<file path="src/rtl/fetch_unit.sv">
// Multi-cycle instruction fetch stage: owns the PC, fetches over a ready
// handshake, holds the instruction until retirement and counts retirements.
module fetch_unit #(
  parameter logic [31:0] RESET_PC = 32'h0000_0000
) (
  input  logic        clk_i,
  input  logic        reset_i,
  output logic        imem_req_o,
  output logic [31:0] imem_addr_o,
  input  logic        imem_ready_i,
  input  logic [31:0] imem_rdata_i,
  output logic [31:0] instr_o,
  output logic [5:0]  op_o,
  output logic [5:0]  funct_o,
  output logic        instr_valid_o,
  input  logic        retire_i,
  input  logic        pcsrc_i,
  input  logic        jump_i,
  input  logic [31:0] signimm_i,
  output logic [31:0] pc_o,
  output logic [31:0] pcplus4_o,
  output logic [31:0] instret_o
);

  typedef enum logic [0:0] {
    FETCH = 1'b0,
    HOLD  = 1'b1
  } state_e;

  state_e      state_q, state_d;
  logic [31:0] pc_q, pc_d;
  logic [31:0] instr_q, instr_d;
  logic [31:0] instret_q, instret_d;
  logic        imem_req_q, imem_req_d;
  logic        instr_valid_q, instr_valid_d;

  logic [31:0] pcplus4_s;
  logic [31:0] branch_tgt_s;
  logic [31:0] jump_tgt_s;
  logic [31:0] next_pc_s;

  assign pcplus4_s    = pc_q + 32'd4;
  assign branch_tgt_s = pcplus4_s + (signimm_i << 2'd2);
  assign jump_tgt_s   = {pcplus4_s[31:28], instr_q[25:0], 2'b00};

  // Next-PC select; jump wins over a taken branch.
  always_comb begin
    next_pc_s = pcplus4_s;
    if (jump_i) begin
      next_pc_s = jump_tgt_s;
    end else if (pcsrc_i) begin
      next_pc_s = branch_tgt_s;
    end else begin
      next_pc_s = pcplus4_s;
    end
  end

  // FETCH/HOLD next-state; request and valid flags are registered alongside state.
  always_comb begin
    state_d       = state_q;
    pc_d          = pc_q;
    instr_d       = instr_q;
    instret_d     = instret_q;
    imem_req_d    = imem_req_q;
    instr_valid_d = instr_valid_q;
    case (state_q)
      FETCH: begin
        if (imem_ready_i) begin
          instr_d       = imem_rdata_i;
          state_d       = HOLD;
          imem_req_d    = 1'b0;
          instr_valid_d = 1'b1;
        end else begin
          state_d = FETCH;
        end
      end
      HOLD: begin
        if (retire_i) begin
          pc_d          = next_pc_s;
          instret_d     = instret_q + 32'd1;
          state_d       = FETCH;
          imem_req_d    = 1'b1;
          instr_valid_d = 1'b0;
        end else begin
          state_d = HOLD;
        end
      end
      default: begin
        state_d       = FETCH;
        imem_req_d    = 1'b1;
        instr_valid_d = 1'b0;
      end
    endcase
  end

  // State and datapath registers with synchronous reset.
  always_ff @(posedge clk_i) begin
    if (reset_i) begin
      state_q       <= FETCH;
      pc_q          <= RESET_PC;
      instr_q       <= 32'h0000_0000;
      instret_q     <= 32'h0000_0000;
      imem_req_q    <= 1'b1;
      instr_valid_q <= 1'b0;
    end else begin
      state_q       <= state_d;
      pc_q          <= pc_d;
      instr_q       <= instr_d;
      instret_q     <= instret_d;
      imem_req_q    <= imem_req_d;
      instr_valid_q <= instr_valid_d;
    end
  end

  assign imem_req_o    = imem_req_q;
  assign imem_addr_o   = pc_q;
  assign instr_o       = instr_q;
  assign op_o          = instr_q[31:26];
  assign funct_o       = instr_q[5:0];
  assign instr_valid_o = instr_valid_q;
  assign pc_o          = pc_q;
  assign pcplus4_o     = pcplus4_s;
  assign instret_o     = instret_q;

endmodule

</file>
<file path="config.mk">
export PLATFORM = sky130hd
export DESIGN_NAME = fetch_unit
export DESIGN_NICKNAME = d
export VERILOG_FILES = /design/src/rtl/fetch_unit.sv
export SDC_FILE = /design/constraint.sdc
export NUM_CORES = 1
export LEC_CHECK = 0
export ABC_CLOCK_PERIOD_IN_PS = 7390
export BUFFER_PORTS_ARGS = -buffer_cell sky130_fd_sc_hd__buf_2
export CORE_AREA = 2 2 124 126
export DETAILED_ROUTE_END_ITERATION = 12
export DIE_AREA = 0 0 126 128
export GPL_TIMING_DRIVEN = 0
export PLACE_DENSITY = 0.73
export REMOVE_ABC_BUFFERS = 1
export SYNTH_ARGS = -nofsm -noshare
export SYNTH_HDL_FRONTEND = slang
export SYNTH_SLANG_ARGS = --single-unit
</file>
<file path="constraint.sdc">
create_clock -name clk_i -period 7.39 [get_ports clk_i]
set_input_delay 1.1085 -clock clk_i [delete_from_list [all_inputs] [get_ports clk_i]]
set_output_delay 1.1085 -clock clk_i [all_outputs]
set_load 0.005 [all_outputs]
</file>
== After elaboration in Yosys (flattened, before gate mapping) ==
Index checks and enable logic that the tools add are counted.
Word-level totals
  output and inout bits: 174
  flip-flop bits (word level): 99
  word-level logic and storage cells: 26
  input port bits: 70
Operators by class
  multiplexer cells: 11
  $add $sub $neg: 3
  reduce and logical (&&, ||, !) cells: 3
  bitwise gates (word level): 1
  equal/unequal tests: 2
Operator list (count)
  2-to-1 mux 32 bit: 2
  adder 32 x 1 -> 32 bit, second input constant: 1
  adder 32 x 3 -> 32 bit, second input constant: 1
  adder 32 bit: 1
  2-to-1 mux 1 bit: 6
  one-hot mux 1 bit (2 select lines): 3
  AND reduction 2 bit: 3
  != test 2 bit, second input constant: 2
  NOT 1 bit: 1

== Depth between registers and ports, before layout ==
Gate-level depths: netlist of run 1.
  depth after elaboration: 4
  gate-level depth with buffers: 16
  gate-level depth less buffers: 16

== Least setup slack after synthesis of run 1 ==
OpenSTA, ideal clock, no wires.
  kind: reg2reg
  start: register pc_q[11] (netlist: imem_addr_o[11])
  end: register pc_q[31] (netlist: imem_addr_o[31])
  period minus slack after synthesis: 3.896 ns
  slack: 3.494 ns
  buffers on the path: 0
  arrival time: 3.775 ns
  required time: 7.269 ns
  setup time: 0.121 ns
  cell stages (with the launch flop): 17
  cell sequence: dfxtp_1 -> and4_1 -> nand3_1 -> nor2_1 -> nand4_1 -> nor2_1 -> xor2_1 -> ha_1 -> a21o_1 -> a21o_2 -> a21o_1 -> or4_1 -> a21oi_1 -> nor2_1 -> xnor2_1 -> o31ai_1 -> mux2_2
On the way
  longest elaborated chain between the ends: 4
RTL lines
  from (decl): RTL line 31  | logic [31:0] pc_q, pc_d;
  from (signal assigned): RTL line 107  | pc_q <= pc_d;
  adder 32 x 3 -> 32 bit: RTL line 42  | assign pcplus4_s = pc_q + 32'd4;
  named net pcplus4_o[24]: RTL line 21  | output logic [31:0] pcplus4_o,
  adder 32 bit: RTL line 43  | assign branch_tgt_s = pcplus4_s + (signimm_i << 2'd2);
  2-to-1 mux 32 bit: RTL line 51  | end else if (pcsrc_i) begin
  2-to-1 mux 32 bit: RTL line 49  | if (jump_i) begin
The timed path passes the listed nets, and every way through them passes these cells.
A chain may end at the register's enable or synchronous reset.

== Worst setup path after layout of run 1 ==
  start: register pc_q[4] (netlist: imem_addr_o[4])
  end: register pc_q[31] (netlist: imem_addr_o[31])
On the way
  longest elaborated chain between the ends: 4
RTL lines (RTL line)
  adder 32 x 3 -> 32 bit (*): 42
  adder 32 bit: 43
  2-to-1 mux 32 bit: 51
  2-to-1 mux 32 bit (*): 49
Every way passes the cells marked *; elsewhere a longest branch is shown, timed or not.

==> flow_results.xml, run 1 <==
<?xml version="1.0" encoding="UTF-8"?>
<metrics>
  <group name="worst_setup_path">
    <metric name="startpoint_type" unit="">register</metric>
    <metric name="regToRegSetupSlack" unit="ns">2.65</metric>
    <metric name="cpPeakStageDelay" unit="ns">0.46</metric>
    <metric name="cp_slowest_cell" unit="">sky130_fd_sc_hd__or4_1</metric>
    <metric name="critPathCaptureType" unit="">register</metric>
    <metric name="crit_required" unit="ns">7.62</metric>
    <metric name="worstSetupPathType" unit="">reg2reg</metric>
    <metric name="reg2reg_from" unit="">imem_addr_o[4]</metric>
    <metric name="crit_path_max_fanout" unit="">7</metric>
    <metric name="crit_chain" unit="">and3_1 -&gt; and2_0 -&gt; nand4_1 -&gt; nor2_1 -&gt; xor2_1 -&gt; ha_1 -&gt; a21o_1 -&gt; a21o_2 -&gt; a21o_1 -&gt; or4_1 -&gt; a21oi_1 -&gt; nor2_1 -&gt; xnor2_1 -&gt; o31ai_1 -&gt; mux2_2</metric>
    <metric name="timing.critical_path.from" unit="">imem_addr_o[4]</metric>
    <metric name="arrival" unit="ns">4.97</metric>
  </group>
  <group name="clock_network">
    <metric name="root_buffer" unit="">sky130_fd_sc_hd__clkbuf_16</metric>
    <metric name="cts_sinks" unit="">97</metric>
    <metric name="postCtsResizedCells" unit="">0</metric>
    <metric name="cts_buffer_depth" unit="">2</metric>
    <metric name="tritoncts" unit="">yes</metric>
    <metric name="clk_pin_slew_worst_paths" unit="ns">0.06</metric>
    <metric name="htree_num_levels" unit="">3</metric>
    <metric name="cts_buffers" unit="">9</metric>
    <metric name="cts.repair_timing.setup_buffer_count" unit="">0</metric>
    <metric name="clkLatencyLatePin" unit="ns">0.33</metric>
    <metric name="postCtsHoldBufs" unit="">0</metric>
  </group>
  <group name="logic_synthesis">
    <metric name="synth_seq_cells" unit="">97</metric>
    <metric name="ys.warnings.count" unit="">0</metric>
    <metric name="netlist_top_cells_area" unit="">sky130_fd_sc_hd__dfxtp_1 (30%), sky130_fd_sc_hd__nand2_1 (8.5%), sky130_fd_sc_hd__ha_1 (7.0%), sky130_fd_sc_hd__a21oi_1 (6.6%), sky130_fd_sc_hd__xor2_1 (5.7%)</metric>
    <metric name="synthArstFlopShare" unit="%">0</metric>
    <metric name="ys_types" unit="">69</metric>
    <metric name="synth_cells" unit="">858</metric>
    <metric name="yosysTopAreaCellShare" unit="%">29.6</metric>
    <metric name="synth.yosys.seq_area_share" unit="%">29.6</metric>
    <metric name="syn_area" unit="sq um">6570</metric>
    <metric name="synth_enable_flop_cells" unit="">0</metric>
    <metric name="synth_top_cell_by_area" unit="">sky130_fd_sc_hd__dfxtp_1</metric>
    <metric name="postSynthAreaPerCell" unit="sq um">7.66</metric>
    <metric name="yosys_most_used_dff" unit="">sky130_fd_sc_hd__dfxtp_1</metric>
  </group>
  <group name="detailed_routing">
    <metric name="drc" unit="">0</metric>
    <metric name="routed_via_density" unit="">5.34</metric>
    <metric name="routed_wire_length_per_instance" unit="microns">15.6</metric>
    <metric name="dr.pass1.iters" unit="">5</metric>
    <metric name="drt_wl_total" unit="microns">19000</metric>
    <metric name="route.antenna.remaining_nets" unit="">0</metric>
    <metric name="detailroute.via_count" unit="">6492</metric>
    <metric name="violation_count_after_the_first_detailed_routing_iteration" unit="">527</metric>
  </group>
  <group name="placed_design">
    <metric name="place_congestion" unit="">0.898</metric>
    <metric name="place.detailed.hpwl" unit="microns">14500</metric>
    <metric name="io_buffer_count" unit="">235</metric>
  </group>
  <group name="power_and_ir_drop">
    <metric name="total_leakage_power" unit="nW">3.72</metric>
    <metric name="power_report.internal_total" unit="mW">0.894</metric>
    <metric name="pwr-share-seq" unit="%">45.7</metric>
    <metric name="p_sw" unit="mW">0.339</metric>
    <metric name="pwr_density_cell" unit="nW/um^2">159</metric>
    <metric name="netSwitchingFraction" unit="%">27.5</metric>
    <metric name="finalPower" unit="mW">1.23</metric>
    <metric name="comb_power_share" unit="%">18.7</metric>
    <metric name="peakVddDrop" unit="mV">0.101</metric>
    <metric name="clock_power_share" unit="%">35.6</metric>
  </group>
  <group name="die">
    <metric name="die_outline_width" unit="microns">126</metric>
    <metric name="floorplan.die_area" unit="sq um">16100</metric>
    <metric name="initial_utilization" unit="%">44.2</metric>
    <metric name="core_region_area" unit="sq um">14900</metric>
    <metric name="placement_rows" unit="">45</metric>
    <metric name="io_pins" unit="">244</metric>
    <metric name="die_height" unit="microns">128</metric>
  </group>
  <group name="run">
    <metric name="max-cap-violations" unit="">0</metric>
  </group>
  <group name="timing">
    <metric name="hold_viol" unit="">0</metric>
    <metric name="worst_slew_margin_rel" unit="%">11.4</metric>
    <metric name="final.period_utilization" unit="%">64.2</metric>
    <metric name="report.final.setup_viol" unit="">0</metric>
    <metric name="skew" unit="ns">0.00730</metric>
    <metric name="period_minus_slack" unit="ns">4.74</metric>
    <metric name="max_freq" unit="MHz">211</metric>
    <metric name="worst-slew-pin-transition" unit="ns">1.33</metric>
    <metric name="drv_slew" unit="">0</metric>
    <metric name="rsz0062_at_grt" unit="">no</metric>
    <metric name="setup_total_negative_slack" unit="ns">0</metric>
  </group>
  <group name="grt">
    <metric name="grt_overflow_total" unit="">0</metric>
    <metric name="global_route_wire_length_before_repair" unit="microns">29400</metric>
    <metric name="grt_max_degree" unit="">89</metric>
    <metric name="initial_antenna_violation_count" unit="">0</metric>
    <metric name="grtUsageTotal" unit="%">22.4</metric>
    <metric name="first_global_vias" unit="">5606</metric>
  </group>
  <group name="hold_path">
    <metric name="hold_path.startpoint" unit="">imem_req_o</metric>
    <metric name="timing.hold.worst.class" unit="">reg2reg</metric>
  </group>
  <group name="cells_and_area">
    <metric name="fraction_of_layout_instances_using_a_drive_strength_above_1" unit="%">25.3</metric>
    <metric name="diodes" unit="">0</metric>
    <metric name="nets" unit="">1134</metric>
    <metric name="area_growth" unit="%">17.9</metric>
  </group>
  <group name="status">
    <metric name="status" unit="">finished, final reports clean</metric>
  </group>
</metrics>
-- cells in the final DEF, fill, tap and decap left out, drive strengths merged, types with 5 or more instances in the layout --
| cell | netlist | routed |
|---|---|---|
| nand2 | 149 | 149 |
| inv | 13 | 13 |
| buf | 51 | 236 |
| or3 | 5 | 5 |
| dfxtp | 97 | 97 |
| nand3 | 25 | 25 |
| a211oi | 5 | 5 |
| a22o | 5 | 5 |
| a21oi | 87 | 87 |
| nor3 | 10 | 10 |
| a21o | 12 | 12 |
| nand4 | 15 | 15 |
| ha | 37 | 37 |
| o31ai | 5 | 5 |
| xnor2 | 33 | 33 |
| and2 | 7 | 7 |
| xor2 | 43 | 43 |
| o21ai | 41 | 41 |
| o21a | 9 | 9 |
| clkbuf | 33 | 12 |
| o211ai | 15 | 15 |
| nor2 | 85 | 85 |
| conb | 1 | 6 |
| and4 | 5 | 5 |
| and3 | 13 | 13 |
-- kinds of logic (layout without fill, tap and decap cells) --
kind of cell | after synthesis | after routing | synth area share [%]
xor gates and xnor gates | 76 | 76 | 10.1
DFF | 97 | 97 | 29.6
and+or+nand+nor | 330 | 330 | 22.4
buffers and inverters | 99 | 264 | 9.12
AOI/OAI and AO/OA | 213 | 213 | 20.8
muxes | 4 | 4 | 0.628
other | 1 | 6 | 0.0571
adders and majority gates | 38 | 38 | 7.35
-- Yosys cell counts (3+ instances only) --
cell,number
sky130_fd_sc_hd__xor2_1,43
sky130_fd_sc_hd__xnor2_1,33
sky130_fd_sc_hd__ha_1,37
sky130_fd_sc_hd__nor2b_1,4
sky130_fd_sc_hd__a211o_1,3
sky130_fd_sc_hd__o211ai_1,15
sky130_fd_sc_hd__or3_1,5
sky130_fd_sc_hd__o21ai_0,40
sky130_fd_sc_hd__a31oi_1,3
sky130_fd_sc_hd__nor3_1,10
sky130_fd_sc_hd__a22o_1,5
sky130_fd_sc_hd__or4_1,3
sky130_fd_sc_hd__nand4_1,15
sky130_fd_sc_hd__and4_1,5
sky130_fd_sc_hd__clkbuf_1,28
sky130_fd_sc_hd__clkbuf_8,3
sky130_fd_sc_hd__buf_4,48
sky130_fd_sc_hd__inv_1,13
sky130_fd_sc_hd__nor2_1,85
sky130_fd_sc_hd__and2_1,5
sky130_fd_sc_hd__a211oi_1,5
sky130_fd_sc_hd__o31ai_1,4
sky130_fd_sc_hd__dfxtp_1,97
sky130_fd_sc_hd__and3_1,11
sky130_fd_sc_hd__a21o_1,10
sky130_fd_sc_hd__mux2i_1,3
sky130_fd_sc_hd__o21bai_1,4
sky130_fd_sc_hd__nand2_1,148
sky130_fd_sc_hd__nand3_1,25
sky130_fd_sc_hd__o21a_1,9
sky130_fd_sc_hd__a21oi_1,87
-- path summary, 6_finish.rpt --
| kind | end | cells after the start |
|---|---|---|
| setup / recovery | imem_addr_o[31] | 15 |
| setup reg to reg | imem_addr_o[31] | 15 |
| hold reg to reg | imem_req_o | 2 |
| hold / removal | imem_req_o | 2 |
-- flip-flops by register name, summed over array words and instances (netlist names) --
register       flops
state_q            1
imem_req_o         1
instr_valid_o      1
instret_o         32
instr_o           32
imem_addr_o       30
-- power by group through the flow --
stage               Combinational (mW)  Clock, mW  Sequential [mW]
floorplan                        0.127          0            0.572
global placement                 0.226          0            0.574
detailed placement               0.228          0            0.574
CTS                              0.230      0.451            0.562
global route                     0.256      0.465            0.565
finish                           0.231      0.439            0.563
-- metal layers --
metal	part of all wire [%]	global-route usage (%)
met1	45	31.5
met2	46	35.7
met3	7.0	3.59
met4	1.5	6.14
met5	0	0
-- worst max-delay path, delay by kind of cell (launching register included) --
family                     cells  cell delay [ns]
muxes                          1             0.36
and+or+nand+nor                6             1.74
adders and majority gates      1             0.40
xor gates and xnor gates       2             0.57
AOI/OAI and AO/OA              5             1.13
DFF                            1             0.45
-- through the flow --
step                hold WS (ns)  cell area (sq um)  util, %  worst slack [ns]  instances
finish                     0.443               7740     52.1              2.65       1216
global route               0.485               7740     52.1              2.42       1216
CTS                        0.444               7740     52.1              2.69       1216
detailed placement         0.434               7480     50.3              2.72       1203
global placement           0.429               7460     50.2              2.75       1202
floorplan                  0.439               6050        -              3.47        779
-- layout make-up --
| cell class | instances | area [sq um] |
|---|---|---|
| multi-input cells | 667 | 4050 |
| repair buffers | 236 | 1190 |
| well taps | 188 | 235 |
| clock buffers | 12 | 236 |
| clock inverters | 1 | 30.0 |
| flip-flops and latches | 97 | 1940 |
| inverters | 15 | 56.3 |
| fillers | 1528 | 7120 |
No activity file was read; power rests on OpenSTA's default activity.
==> run 2, diff against run 1 <==
--- a/config.mk
+++ b/config.mk
@@ -5,13 +5,13 @@
 export SDC_FILE = /design/constraint.sdc
 export NUM_CORES = 1
 export LEC_CHECK = 0
-export ABC_CLOCK_PERIOD_IN_PS = 7390
+export ABC_CLOCK_PERIOD_IN_PS = 4000
 export BUFFER_PORTS_ARGS = -buffer_cell sky130_fd_sc_hd__buf_2
 export CORE_AREA = 2 2 124 126
 export DETAILED_ROUTE_END_ITERATION = 12
 export DIE_AREA = 0 0 126 128
 export GPL_TIMING_DRIVEN = 0
-export PLACE_DENSITY = 0.73
+export PLACE_DENSITY = 0.76
 export REMOVE_ABC_BUFFERS = 1
 export SYNTH_ARGS = -nofsm -noshare
 export SYNTH_HDL_FRONTEND = slang
==> constraint.sdc (replaced) <==
create_clock -name clk_i -period 4 [get_ports clk_i]
set_input_delay 0.6 -clock clk_i [delete_from_list [all_inputs] [get_ports clk_i]]
set_output_delay 0.6 -clock clk_i [all_outputs]
set_load 0.005 [all_outputs]
==> run 2 against run 1 <==
  * Global-route usage increased by 0.80 points
  * Final area is 4.7% higher
  * Register-to-register slack worse by 2.6 ns
  * Worst setup slack lost 2.6 ns
  * First-iteration DRC count up 17%
  * Fmax grew 19%
  * Sequential power increased by 83%
  * Clock power grew 110%
==> flow_results.xml, run 2 (same netlist as run 1, synthesis figures left out) <==
<?xml version="1.0" encoding="UTF-8"?>
<metrics>
  <group name="clock_network">
    <metric name="clk_pin_slew_worst_paths" unit="ns">0.07</metric>
    <metric name="root_buffer" unit="">sky130_fd_sc_hd__clkbuf_16</metric>
    <metric name="htree_num_levels" unit="">3</metric>
    <metric name="cts_buffers" unit="">9</metric>
    <metric name="cts_buffer_depth" unit="">2</metric>
    <metric name="cts_sinks" unit="">97</metric>
    <metric name="clkLatencyLatePin" unit="ns">0.34</metric>
    <metric name="tritoncts" unit="">yes</metric>
  </group>
  <group name="power_and_ir_drop">
    <metric name="total_leakage_power" unit="nW">3.89</metric>
    <metric name="pwr_density_cell" unit="nW/um^2">294</metric>
    <metric name="peakVddDrop" unit="mV">0.222</metric>
  </group>
  <group name="timing">
    <metric name="max_freq" unit="MHz">251</metric>
    <metric name="worst_slew_margin_rel" unit="%">26.4</metric>
    <metric name="worst-slew-pin-transition" unit="ns">1.10</metric>
    <metric name="report.final.setup_viol" unit="">0</metric>
    <metric name="rsz0062_at_grt" unit="">yes</metric>
    <metric name="final.period_utilization" unit="%">99.5</metric>
    <metric name="drv_slew" unit="">0</metric>
    <metric name="skew" unit="ns">0.00931</metric>
    <metric name="period_minus_slack" unit="ns">3.98</metric>
    <metric name="hold_viol" unit="">0</metric>
  </group>
  <group name="worst_setup_path">
    <metric name="crit_required" unit="ns">4.23</metric>
    <metric name="cp_slowest_cell" unit="">sky130_fd_sc_hd__or4_4</metric>
    <metric name="critPathCaptureType" unit="">register</metric>
    <metric name="reg2reg_depth" unit="">16</metric>
    <metric name="crit_path_max_fanout" unit="">5</metric>
    <metric name="crit_chain" unit="">and4_4 -&gt; nand3_4 -&gt; nor2_4 -&gt; nand4_1 -&gt; nor2_2 -&gt; xor2_2 -&gt; ha_4 -&gt; a21o_1 -&gt; a21o_2 -&gt; a21o_1 -&gt; or4_4 -&gt; a21oi_4 -&gt; nor2_2 -&gt; xnor2_1 -&gt; o31ai_1 -&gt; mux2_2</metric>
    <metric name="startpoint_type" unit="">register</metric>
    <metric name="arrival" unit="ns">4.21</metric>
    <metric name="worstSetupPathType" unit="">reg2reg</metric>
    <metric name="cpPeakStageDelay" unit="ns">0.50</metric>
  </group>
  <group name="grt">
    <metric name="grt_overflow_total" unit="">0</metric>
    <metric name="grtUsageTotal" unit="%">23.2</metric>
    <metric name="initial_antenna_violation_count" unit="">1</metric>
    <metric name="first_global_vias" unit="">5894</metric>
    <metric name="grt_max_degree" unit="">89</metric>
    <metric name="global_route_wire_length_before_repair" unit="microns">30600</metric>
  </group>
  <group name="cells_and_area">
    <metric name="most-common-layout-cells" unit="">sky130_fd_sc_hd__buf_2 (234), sky130_fd_sc_hd__nand2_1 (146), sky130_fd_sc_hd__a21oi_1 (86)</metric>
    <metric name="layout.area.seq" unit="sq um">1980</metric>
    <metric name="final-instance-count-excl-fill" unit="">1235</metric>
    <metric name="fraction_of_layout_instances_using_a_drive_strength_above_1" unit="%">30.7</metric>
    <metric name="area_growth" unit="%">23.4</metric>
    <metric name="final_cell_area" unit="sq um">8110</metric>
    <metric name="nets" unit="">1150</metric>
    <metric name="multiInputGateArea" unit="sq um">4210</metric>
    <metric name="nFillCells" unit="">1423</metric>
    <metric name="layout.cells.most_common" unit="">sky130_fd_sc_hd__buf_2</metric>
  </group>
  <group name="hold_path">
    <metric name="hold_crit_depth" unit="">2</metric>
    <metric name="timing.hold.worst.class" unit="">reg2reg</metric>
  </group>
  <group name="die">
    <metric name="core_region_area" unit="sq um">14900</metric>
    <metric name="die_outline_width" unit="microns">126</metric>
    <metric name="initial_utilization" unit="%">44.2</metric>
    <metric name="io_pins" unit="">244</metric>
    <metric name="floorplan.die_area" unit="sq um">16100</metric>
    <metric name="die_height" unit="microns">128</metric>
    <metric name="placement_rows" unit="">45</metric>
  </group>
  <group name="detailed_routing">
    <metric name="dr.pass1.iters" unit="">5</metric>
    <metric name="violation_count_after_the_first_detailed_routing_iteration" unit="">616</metric>
    <metric name="drc" unit="">0</metric>
    <metric name="route.antenna.remaining_nets" unit="">0</metric>
    <metric name="drt_wl_total" unit="microns">20000</metric>
    <metric name="routed_via_density" unit="">5.43</metric>
    <metric name="routed_wire_length_per_instance" unit="microns">16.2</metric>
    <metric name="detailroute.via_count" unit="">6709</metric>
  </group>
  <group name="placed_design">
    <metric name="place_congestion" unit="">0.919</metric>
    <metric name="place.detailed.hpwl" unit="microns">14600</metric>
    <metric name="placedInstanceArea" unit="sq um">7480</metric>
    <metric name="placed_instances" unit="">1203</metric>
    <metric name="io_buffer_count" unit="">235</metric>
  </group>
  <group name="status">
    <metric name="status" unit="">finished, final reports clean</metric>
  </group>
  <group name="run">
    <metric name="max-cap-violations" unit="">0</metric>
  </group>
</metrics>
[run 2: changes by cell type in the layout (fill, tap and decap cells not counted), moves of 3 or more]
cell	before	now
sky130_fd_sc_hd__dfxtp_1	97	83
sky130_fd_sc_hd__buf_4	1	17
sky130_fd_sc_hd__dfxtp_4	0	8
sky130_fd_sc_hd__nor2_1	85	81
sky130_fd_sc_hd__clkbuf_1	3	0
sky130_fd_sc_hd__dfxtp_2	0	6
sky130_fd_sc_hd__clkinv_2	0	3
sky130_fd_sc_hd__nor2_2	0	3
[run 2: worst paths after layout]
check	from	end	slack, ns
min reg2reg	imem_req_o	imem_req_o	0.45
max reg2reg	imem_addr_o[11]	imem_addr_o[31]	0.02
min	imem_req_o	imem_req_o	0.45
max	imem_addr_o[11]	imem_addr_o[31]	0.02
[run 2: layout make-up]
| type | count | share of cell area [%] |
|---|---|---|
| timing repair buffer | 252 | 16.2 |
| tap | 188 | 2.90 |
| inverter | 15 | 0.695 |
| antenna | 1 | 0.0309 |
| multi-input combinational | 667 | 51.9 |
| clock buffer | 9 | 2.78 |
| sequential | 97 | 24.4 |
| clock inverter | 6 | 1.03 |
[run 2: critical path, delay by kind of cell (launching register included)]
family	cells	cell delay, ns
compound gates	5	1.02
fa+ha+maj	1	0.26
xor+xnor	2	0.43
mux	1	0.37
flops	1	0.37
simple gates	7	1.42
[run 2: power breakdown]
part	internal, mW	switching, mW	total [mW]	leakage [nW]
sequential	0.996	0.0384	1.03	0.798
combinational	0.186	0.263	0.448	2.94
clock	0.542	0.358	0.900	0.155
total	1.72	0.659	2.38	3.89
[run 2: through the flow]
stage	hold WS, ns	utilization [%]	TNS, ns	power [mW]	setup WS, ns
finish	0.452	54.5	0	2.38	0.0216
global route	0.467	54.5	-0.120	2.49	-0.120
CTS	0.455	53.4	0	2.39	0.00881
detailed placement	0.438	50.3	-0.933	1.48	-0.616
global placement	0.428	50.2	-1.11	1.48	-0.583
floorplan	0.439	-	0	1.29	0.0783
[run 2: layer usage]
| metal | track usage [%] | vias up | wire length [microns] |
|---|---|---|---|
| li1 | - | 3322 | - |
| met1 | 31.3 | 3113 | 8860 |
| met2 | 38.4 | 252 | 9450 |
| met3 | 4.22 | 22 | 1350 |
| met4 | 6.08 | 0 | 325 |
| met5 | 0 | - | 0 |
[run 2: what timing repair did]
action,in CTS,in global routing
hold buffers,0,0
pin swaps,4,9
setup buffers,3,13
resized for setup,40,18
setup endpoints to repair,7,7
